<file path="src/rtl/uart_tx.sv">
// uart_tx: bus-mapped 8N1 serial transmitter with a small byte FIFO.
// The CPU writes bytes to PUSH_ADDR and polls busdata = {count, busy, full}.
module uart_tx #(
  parameter int CLKRATE = 25000000,
  parameter int BAUD    = 115200,
  parameter int DEPTH   = 4
) (
  input  logic        clk,
  input  logic        nrst,
  input  logic [31:0] busaddr,
  input  logic [31:0] buswdata,
  input  logic        buswrite,
  output logic [31:0] busdata,
  output logic        tx
);

  localparam int BAUDDIV = CLKRATE / BAUD;
  localparam int BW      = $clog2(BAUDDIV);
  localparam int AW      = $clog2(DEPTH);
  localparam int CW      = AW + 1;

  localparam logic [31:0]   PUSH_ADDR = 32'd411710;
  localparam logic [BW-1:0] BAUD_LAST = BW'(BAUDDIV - 1);
  localparam logic [CW-1:0] FULL_CNT  = CW'(DEPTH);

  typedef enum logic [1:0] {IDLE, START, DATA, STOP} state_t;

  state_t        state, state_next;
  logic [BW-1:0] baud_cnt, baud_next;
  logic [2:0]    bit_idx, bit_next;
  logic [7:0]    shift, shift_next;
  logic [7:0]    mem [DEPTH];
  logic [AW-1:0] wr_ptr, rd_ptr;
  logic [CW-1:0] count, count_next;
  logic          push, pop, bit_end;
  logic          tx_next, busy_next, full_next;
  logic [7:0]    count8_next;
  logic          wdata_unused;

  // buswrite is a one-cycle strobe with no back-pressure: a write while the
  // registered count is full is dropped, so software polls busdata[0] first.
  assign push    = buswrite && (busaddr == PUSH_ADDR) && (count != FULL_CNT);
  assign bit_end = (baud_cnt == BAUD_LAST);
  assign wdata_unused = ^buswdata[31:8];

  always_comb begin
    state_next = state;
    baud_next  = baud_cnt;
    bit_next   = bit_idx;
    shift_next = shift;
    pop        = 1'b0;
    case (state)
      IDLE: begin
        if (count != '0) begin
          pop        = 1'b1;
          shift_next = mem[rd_ptr];
          baud_next  = '0;
          state_next = START;
        end
      end
      START: begin
        if (bit_end) begin
          baud_next  = '0;
          bit_next   = 3'd0;
          state_next = DATA;
        end else begin
          baud_next = baud_cnt + BW'(1);
        end
      end
      DATA: begin
        if (bit_end) begin
          baud_next  = '0;
          shift_next = {1'b0, shift[7:1]};
          if (bit_idx == 3'd7) begin
            state_next = STOP;
          end else begin
            bit_next = bit_idx + 3'd1;
          end
        end else begin
          baud_next = baud_cnt + BW'(1);
        end
      end
      STOP: begin
        if (bit_end) begin
          baud_next = '0;
          // Chain straight into the next start bit so queued bytes go out gap-free.
          if (count != '0) begin
            pop        = 1'b1;
            shift_next = mem[rd_ptr];
            state_next = START;
          end else begin
            state_next = IDLE;
          end
        end else begin
          baud_next = baud_cnt + BW'(1);
        end
      end
      default: state_next = IDLE;
    endcase
  end

  always_comb begin
    count_next = count;
    if (push && !pop) begin
      count_next = count + CW'(1);
    end else if (!push && pop) begin
      count_next = count - CW'(1);
    end
  end

  // tx and status are registered from next-state values so they change only at clock edges.
  always_comb begin
    case (state_next)
      START:   tx_next = 1'b0;
      DATA:    tx_next = shift_next[0];
      default: tx_next = 1'b1;
    endcase
    busy_next   = (state_next != IDLE) || (count_next != '0);
    full_next   = (count_next == FULL_CNT);
    count8_next = 8'(count_next);
  end

  always_ff @(posedge clk or negedge nrst) begin
    if (!nrst) begin
      state    <= IDLE;
      baud_cnt <= '0;
      bit_idx  <= '0;
      shift    <= '0;
      wr_ptr   <= '0;
      rd_ptr   <= '0;
      count    <= '0;
      tx       <= 1'b1;
      busdata  <= '0;
    end else begin
      state    <= state_next;
      baud_cnt <= baud_next;
      bit_idx  <= bit_next;
      shift    <= shift_next;
      count    <= count_next;
      tx       <= tx_next;
      busdata  <= {16'h0, count8_next, 6'h0, busy_next, full_next};
      if (push) begin
        wr_ptr <= wr_ptr + AW'(1);
      end
      if (pop) begin
        rd_ptr <= rd_ptr + AW'(1);
      end
    end
  end

  always_ff @(posedge clk) begin
    if (push) begin
      mem[wr_ptr] <= buswdata[7:0];
    end
  end

endmodule
</file>
<file path="config.mk">
export PLATFORM = sky130hd
export DESIGN_NAME = uart_tx
export DESIGN_NICKNAME = d
export VERILOG_FILES = /design/src/rtl/uart_tx.sv
export SDC_FILE = /design/constraint.sdc
export NUM_CORES = 1
export LEC_CHECK = 0
export CAP_MARGIN = 10
export CORE_ASPECT_RATIO = 2
export CORE_MARGIN = 2
export CORE_UTILIZATION = 47
export DETAILED_ROUTE_END_ITERATION = 8
export GPL_ROUTABILITY_DRIVEN = 0
export GPL_TIMING_DRIVEN = 0
export PLACE_DENSITY_LB_ADDON = 0.15
export SLEW_MARGIN = 20
export SYNTH_ARGS = -nofsm -noshare
export SYNTH_HDL_FRONTEND = slang
export SYNTH_SLANG_ARGS = --single-unit
</file>
<file path="constraint.sdc">
create_clock -name clk -period 2.2 [get_ports clk]
set_input_delay 0.33 -clock clk [delete_from_list [all_inputs] [get_ports clk]]
set_output_delay 0.33 -clock clk [all_outputs]
set_load 0.05 [all_outputs]
</file>
=== Word level (Yosys, flattened, before mapping) ===
Memories as Yosys holds them, arrays and structs flattened.
Cells that the tools add are included.

* Memory bits (writable): 32
* Output and inout port bits: 33
* Input port bits: 67
* Bits in registers: 34
* ROM bits: 0
* Memories kept: 1
* Latch bits: 0

* Div/mod/pow operators: 0
* Shift-type cells: 0
* Equality and inequality tests: 15
* Reduce and logical (&&, ||, !) cells: 16
* Muxes and demuxes: 26
* Multipliers: 0
* Bitwise gates (word level): 0
* Add/subtract/negate cells: 6
* Magnitude comparators: 0

{| class="wikitable"
|+ Memory list
! name !! words !! width !! rd ports !! clocked after Yosys merged registers in !! write ports !! line !! text
|-
| mem || 4 || 8 || 1 || 0 || 1 || 32 || <nowiki>logic [7:0] mem [DEPTH];</nowiki>
|}

{| class="wikitable"
|+ Operator list
! cell !! number
|-
| two-way mux 8 bit || 5
|-
| equality test 32 x 19 -> 1 bit (second input constant) || 1
|-
| one-hot mux 8 bit (3 select lines) || 1
|-
| one-hot mux 8 bit (2 select lines) || 1
|-
| two-way mux 3 bit || 5
|-
| two-way mux 2 bit || 5
|-
| != test 2 bit (second input constant) || 5
|-
| nonzero test 3 bit || 3
|-
| adder 8 x 1 -> 8 bit (second input constant) || 1
|-
| equality test 8 bit (second input constant) || 1
|-
| one-hot mux 2 bit (4 select lines) || 1
|-
| adder 3 x 1 -> 3 bit (second input constant) || 2
|-
| equality test 2 bit (second input constant) || 3
|-
| equality test 3 bit (second input constant) || 2
|-
| one-hot mux 3 bit (2 select lines) || 1
|-
| two-way mux 1 bit || 5
|-
| adder 2 x 1 -> 2 bit (second input constant) || 2
|-
| equality test 2 x 1 -> 1 bit (second input constant) || 2
|-
| logical AND 1 bit || 4
|-
| one-hot mux 1 bit (2 select lines) || 2
|-
| AND reduction 4 bit || 1
|-
| nonzero test 2 bit || 2
|-
| != test 3 bit (second input constant) || 1
|-
| AND reduction 3 bit || 1
|-
| 5 further kinds || 6
|}

=== Longest topological paths before layout ===
* Word-level depth: 9
* Gate-level depth with buffers: 9
* Depth with buffers taken out: 8

=== Worst setup path before layout ===
Ideal clock, no wire load.

* Path type: register to register
* Start point: reg count[0]
* End point: mem mem[0][0], enable pin
* Arrival time: 2.106 ns
* Path slack: -0.237 ns
* Data required time: 1.868 ns
* Period minus slack after synthesis: 2.437 ns
* Setup time: 0.332 ns
* Cell stages (with the launch flop): 8
* Cells stage by stage: dfrtp_1 -> inv_1 -> ha_1 -> nand2_1 -> nand4b_1 -> nor3_4 -> buf_2 -> and2_1

* Cells in the longest elaborated chain, start to end: 4

{| class="wikitable"
|+ RTL lines
! element !! line !! text
|-
| start: declaration || 34 || <nowiki>logic [CW-1:0] count, count_next;</nowiki>
|-
| start signal: assignment || 139 || <nowiki>count <= count_next;</nowiki>
|-
| != test 3 bit || 42 || <nowiki>assign push = buswrite && (busaddr == PUSH_ADDR) && (count != FULL_CNT);</nowiki>
|-
| logical AND 1 bit || 42 ||
|-
| two-way mux 1 bit || 152 || <nowiki>if (push) begin</nowiki>
|-
| two-way mux 1 bit (implied by the code) || 153 || <nowiki>mem[wr_ptr] <= buswdata[7:0];</nowiki>
|-
| end: declaration || 32 ||
|}

No other way between the ends.

=== Worst setup path in the final report ===
* Start point: reg baud_cnt[0]
* End point: reg busdata[0]

* Cells in the longest elaborated chain, start to end: 7
* Elaborated cells between the ends (all ways): 9
* Those cells by class: eq/ne: 2; mux: 4; reduce/logical: 3

{| class="wikitable"
|+ RTL lines
! element !! line !! text
|-
| start: declaration || 29 || <nowiki>logic [BW-1:0] baud_cnt, baud_next;</nowiki>
|-
| start signal: assignment || 136 || <nowiki>baud_cnt <= baud_next;</nowiki>
|-
| equality test 8 bit (*) || 43 || <nowiki>assign bit_end = (baud_cnt == BAUD_LAST);</nowiki>
|-
| two-way mux 1 bit (*) || 84 || <nowiki>if (bit_end) begin</nowiki>
|-
| one-hot mux 1 bit (2 select lines) (*) || 52 || <nowiki>case (state)</nowiki>
|-
| logical AND 1 bit / logical NOT 1 bit (equally long branches) || 106, 104 ||
|-
| two-way mux 3 bit / logical AND 1 bit (equally long branches) || 106, 104 ||
|-
| two-way mux 3 bit (*) || 104 || <nowiki>if (push && !pop) begin</nowiki>
|-
| equality test 3 bit (*) || 119 || <nowiki>full_next = (count_next == FULL_CNT);</nowiki>
|-
| via full_next || 36 || <nowiki>logic tx_next, busy_next, full_next;</nowiki>
|-
| end signal: assignment || 141 || <nowiki>busdata <= {16'h0, count8_next, 6'h0, busy_next, full_next};</nowiki>
|-
| end: declaration || 13 || <nowiki>output logic [31:0] busdata,</nowiki>
|}

Mark *: on every way through the listed nets, which the timed path passes. The rest lies on a longest branch.
A chain may end at the register's enable or synchronous reset.

==> results.yml <==
pwr:
  cellPowerDensity_mw_per_mm2: 648
  leakage_uw: 0.00185
  ir_drop_v: 0.000686
setup_path:
  required_ns: 2.46
  r2r_slack_ns: 0.10
  startpoint_type: "flop"
  rr_startpoint: "baud_cnt[0]"
  crit_path_end_kind: "flop"
  worst_r2r_path_depth: 9
  cpPeakStageDelay_ns: 0.40
  worst-path-buf-inv: 2
  worstSetupPathType: "flop to flop"
  critPathTopFamily: "simple AND/OR/NAND/NOR gates"
  cpMaxStageDelayCell: "dfrtp_1"
  path_cells: "inv_1 > ha_1 > and3b_2 > a31oi_1 > or3_1 > buf_2 > xnor2_2 > o211ai_1 > nor2b_2"
  cp_max_fo: 6
  arrival_ns: 2.36
  worstReg2RegEnd: "busdata[0]"
hold_path:
  min_path_type: "input port to asynchronous set/reset pin"
timing:
  fin_skew_ns: 0.00493
  slew_headroom: 0.625
  fin_tns_setup_ns: 0
  fin_crit_ns: 2.10
  rsz0062_at_grt: "no"
  finalCritPeriodShare: 0.954
  tightest_slew_ns: 0.563
  finalSetupViolations: 0
  fmax_mhz: 477
  hold_violations: 0
  slew_viol_final: 0
drt:
  vias: 2451
  antenna_left: 0
  vias_per_cell: 5.09
  first_pass_iters: 4
  routed_wl_mm: 6.77
  drc: 0
  wl_per_cell_um: 14.0
  drtIter0Drc: 103
synthesis:
  avgSynthCellArea_um2: 11.2
  synth_area_mm2: 0.00335
  async_flop_share: 0.492
  synth_top_family_by_area: "simple AND/OR/NAND/NOR gates"
  ys.flop_type: "edfxtp_1"
  ys_seq_area_frac: 0.519
  synth_top_area_cell: "edfxtp_1"
  yosysMostFrequentCell: "nand2_1"
  synthAdderAreaFrac: 0.0627
  syn-instance-count: 298
  synth-simple-area-share: 0.143
  synth_edf_count: 32
  synth_commonest_cells: "41 x nand2_1, 32 x edfxtp_1, 30 x dfrtp_1"
  synth_seq_cells: 63
  yosys.area.top_type_share: 0.287
  synth_cell_types: 47
  synth.area.top_cells: "edfxtp_1 29%, dfrtp_1 22%, buf_4 6.0%"
  synth_compound_area_frac: 0.109
  synth_mux_area_frac: 0.0568
  synth-xor-area-share: 0.0232
  ys.warnings.count: 0
global_route:
  grt_overflow: 0
  grt_pass1_wl_mm: 11.1
  grt_use_total: 0.188
  grt_pass1_vias: 2453
  grt_max_degree: 18
  antenna_found_initial: 0
floorplan:
  core_area_mm2: 0.00694
  die_h_um: 123
  num_rows: 43
  die_area_mm2: 0.00786
  die_w_um: 63.7
  pin_count: 100
  start_util: 0.483
clock_tree:
  clk_pin_slew_worst_paths_ns: 0.05
  h-tree-depth: 3
  clock-root-buffer: "clkbuf_16"
  clock_sinks: 63
  clkLatencyLatePin_ns: 0.33
  cts_buffers: 9
  clk_path_buf_depth: 2
  cts_tree: "built"
final_layout:
  drive_gt1_frac: 0.202
  multi_input_area_mm2: 0.00145
  final-seq-area_mm2: 0.00174
  n_antenna_cell: 0
  fill_cells: 561
  syn2layout_area_growth_pct: 32.2
  final_area_mm2: 0.00443
  nets: 469
  finalNonFillerCells: 482
run_status:
  status: "finished, final reports clean"
placed_design:
  dpl.hpwl_mm: 5.21
  dp_cells: 463
  port_buffers: 48
  post_dp_cell_area_mm2: 0.00407
job:
  maxCapViolCount: 0
==> layer usage <==
layer	GRT usage	part of all wire	vias up
li1	-	-	1201
met1	0.169	0.36	1180
met2	0.364	0.58	52
met3	0.0455	0.032	18
met4	0.114	0.033	0
met5	0	0	-
==> worst max-delay path by stage <==
stage | start | endpoint | slack, ns | cells after the start
after CTS | baud_cnt[0] | shift[5] | 0.007 | 7
final | baud_cnt[0] | busdata[0] | 0.10 | 9
after global routing | baud_cnt[0] | shift[5] | 0.02 | 7
after global placement | busaddr[13] | mem[3][4] | -0.37 | 6
after floorplan | count[0] | mem[0][0] | 0.03 | 7
after detailed placement | busaddr[28] | mem[3][4] | -0.43 | 6
==> layout by cell type (no fill, tap or decap), types with 8 or more instances in the layout <==
cell type,count
clkdlybuf4s50_1,47
nand2_1,41
edfxtp_1,32
buf_4,30
dfrtp_1,28
conb_1,27
a21oi_1,22
o21ai_0,19
ha_1,15
inv_1,11
nor2_1,11
o31ai_1,10
clkbuf_16,9
mux4_2,8
==> what timing repair did <==
| item | CTS | global route |
|---|---|---|
| setup endpoints to repair | 32 | 43 |
| setup buffers | 0 | 2 |
| gates cloned | 0 | 0 |
| pin swaps | 0 | 2 |
| gates resized for setup | 5 | 11 |
| hold buffers | 1 | 0 |
| hold endpoints to repair | 13 | 0 |
==> power by group <==
part,switching (uW),internal (uW)
Clock,508,881
Combinational,134,106
Sequential,0.00000124,1240
==> cell families (layout without fill, tap and decap cells) <==
kind of cell / Yosys count / after routing
other: 1 / 27
AOI/OAI and AO/OA: 61 / 61
muxes: 9 / 9
and+or+nand+nor: 91 / 91
adders and majority gates: 17 / 17
xor gates and xnor gates: 8 / 8
DFF: 63 / 63
buffers and inverters: 48 / 116
==> worst reg2reg max path: stages, from the launching register on <==
cell and delay [ns]:
dfrtp_1 0.40, inv_1 0.07, ha_1 0.16, and3b_2 0.22
a31oi_1 0.11, or3_1 0.32, buf_2 0.19, xnor2_2 0.16
o211ai_1 0.21, nor2b_2 0.18
==> state kept, by name (all words and copies together) (netlist names) <==
signal / flops
mem: 32
baud_cnt: 8
shift: 8
bit_idx: 3
busdata: 3
count: 2
rd_ptr: 2
state: 2
wr_ptr: 2
tx: 1
==> stage by stage <==
stage                     setup WS [ns]   util  hold WS [ns]  total power [uW]
after CTS                       0.00743  0.632         0.470              2900
after detailed placement         -0.427  0.587         0.280              1500
final                             0.102  0.638         0.459              2870
after global routing             0.0225  0.638         0.506              2960
after global placement           -0.372  0.583         0.490              1500
after floorplan                  0.0252      -        0.0344              1410
==> layout make-up <==
class | instances | share of cell area
timing repair buffer | 52 | 0.119
multi-input combinational | 213 | 0.328
clock buffer | 10 | 0.0517
tap | 90 | 0.0254
inverter | 11 | 0.00932
buffer | 37 | 0.0568
sequential | 63 | 0.393
clock inverter | 6 | 0.0161
(Power assumes the default switching activity.)
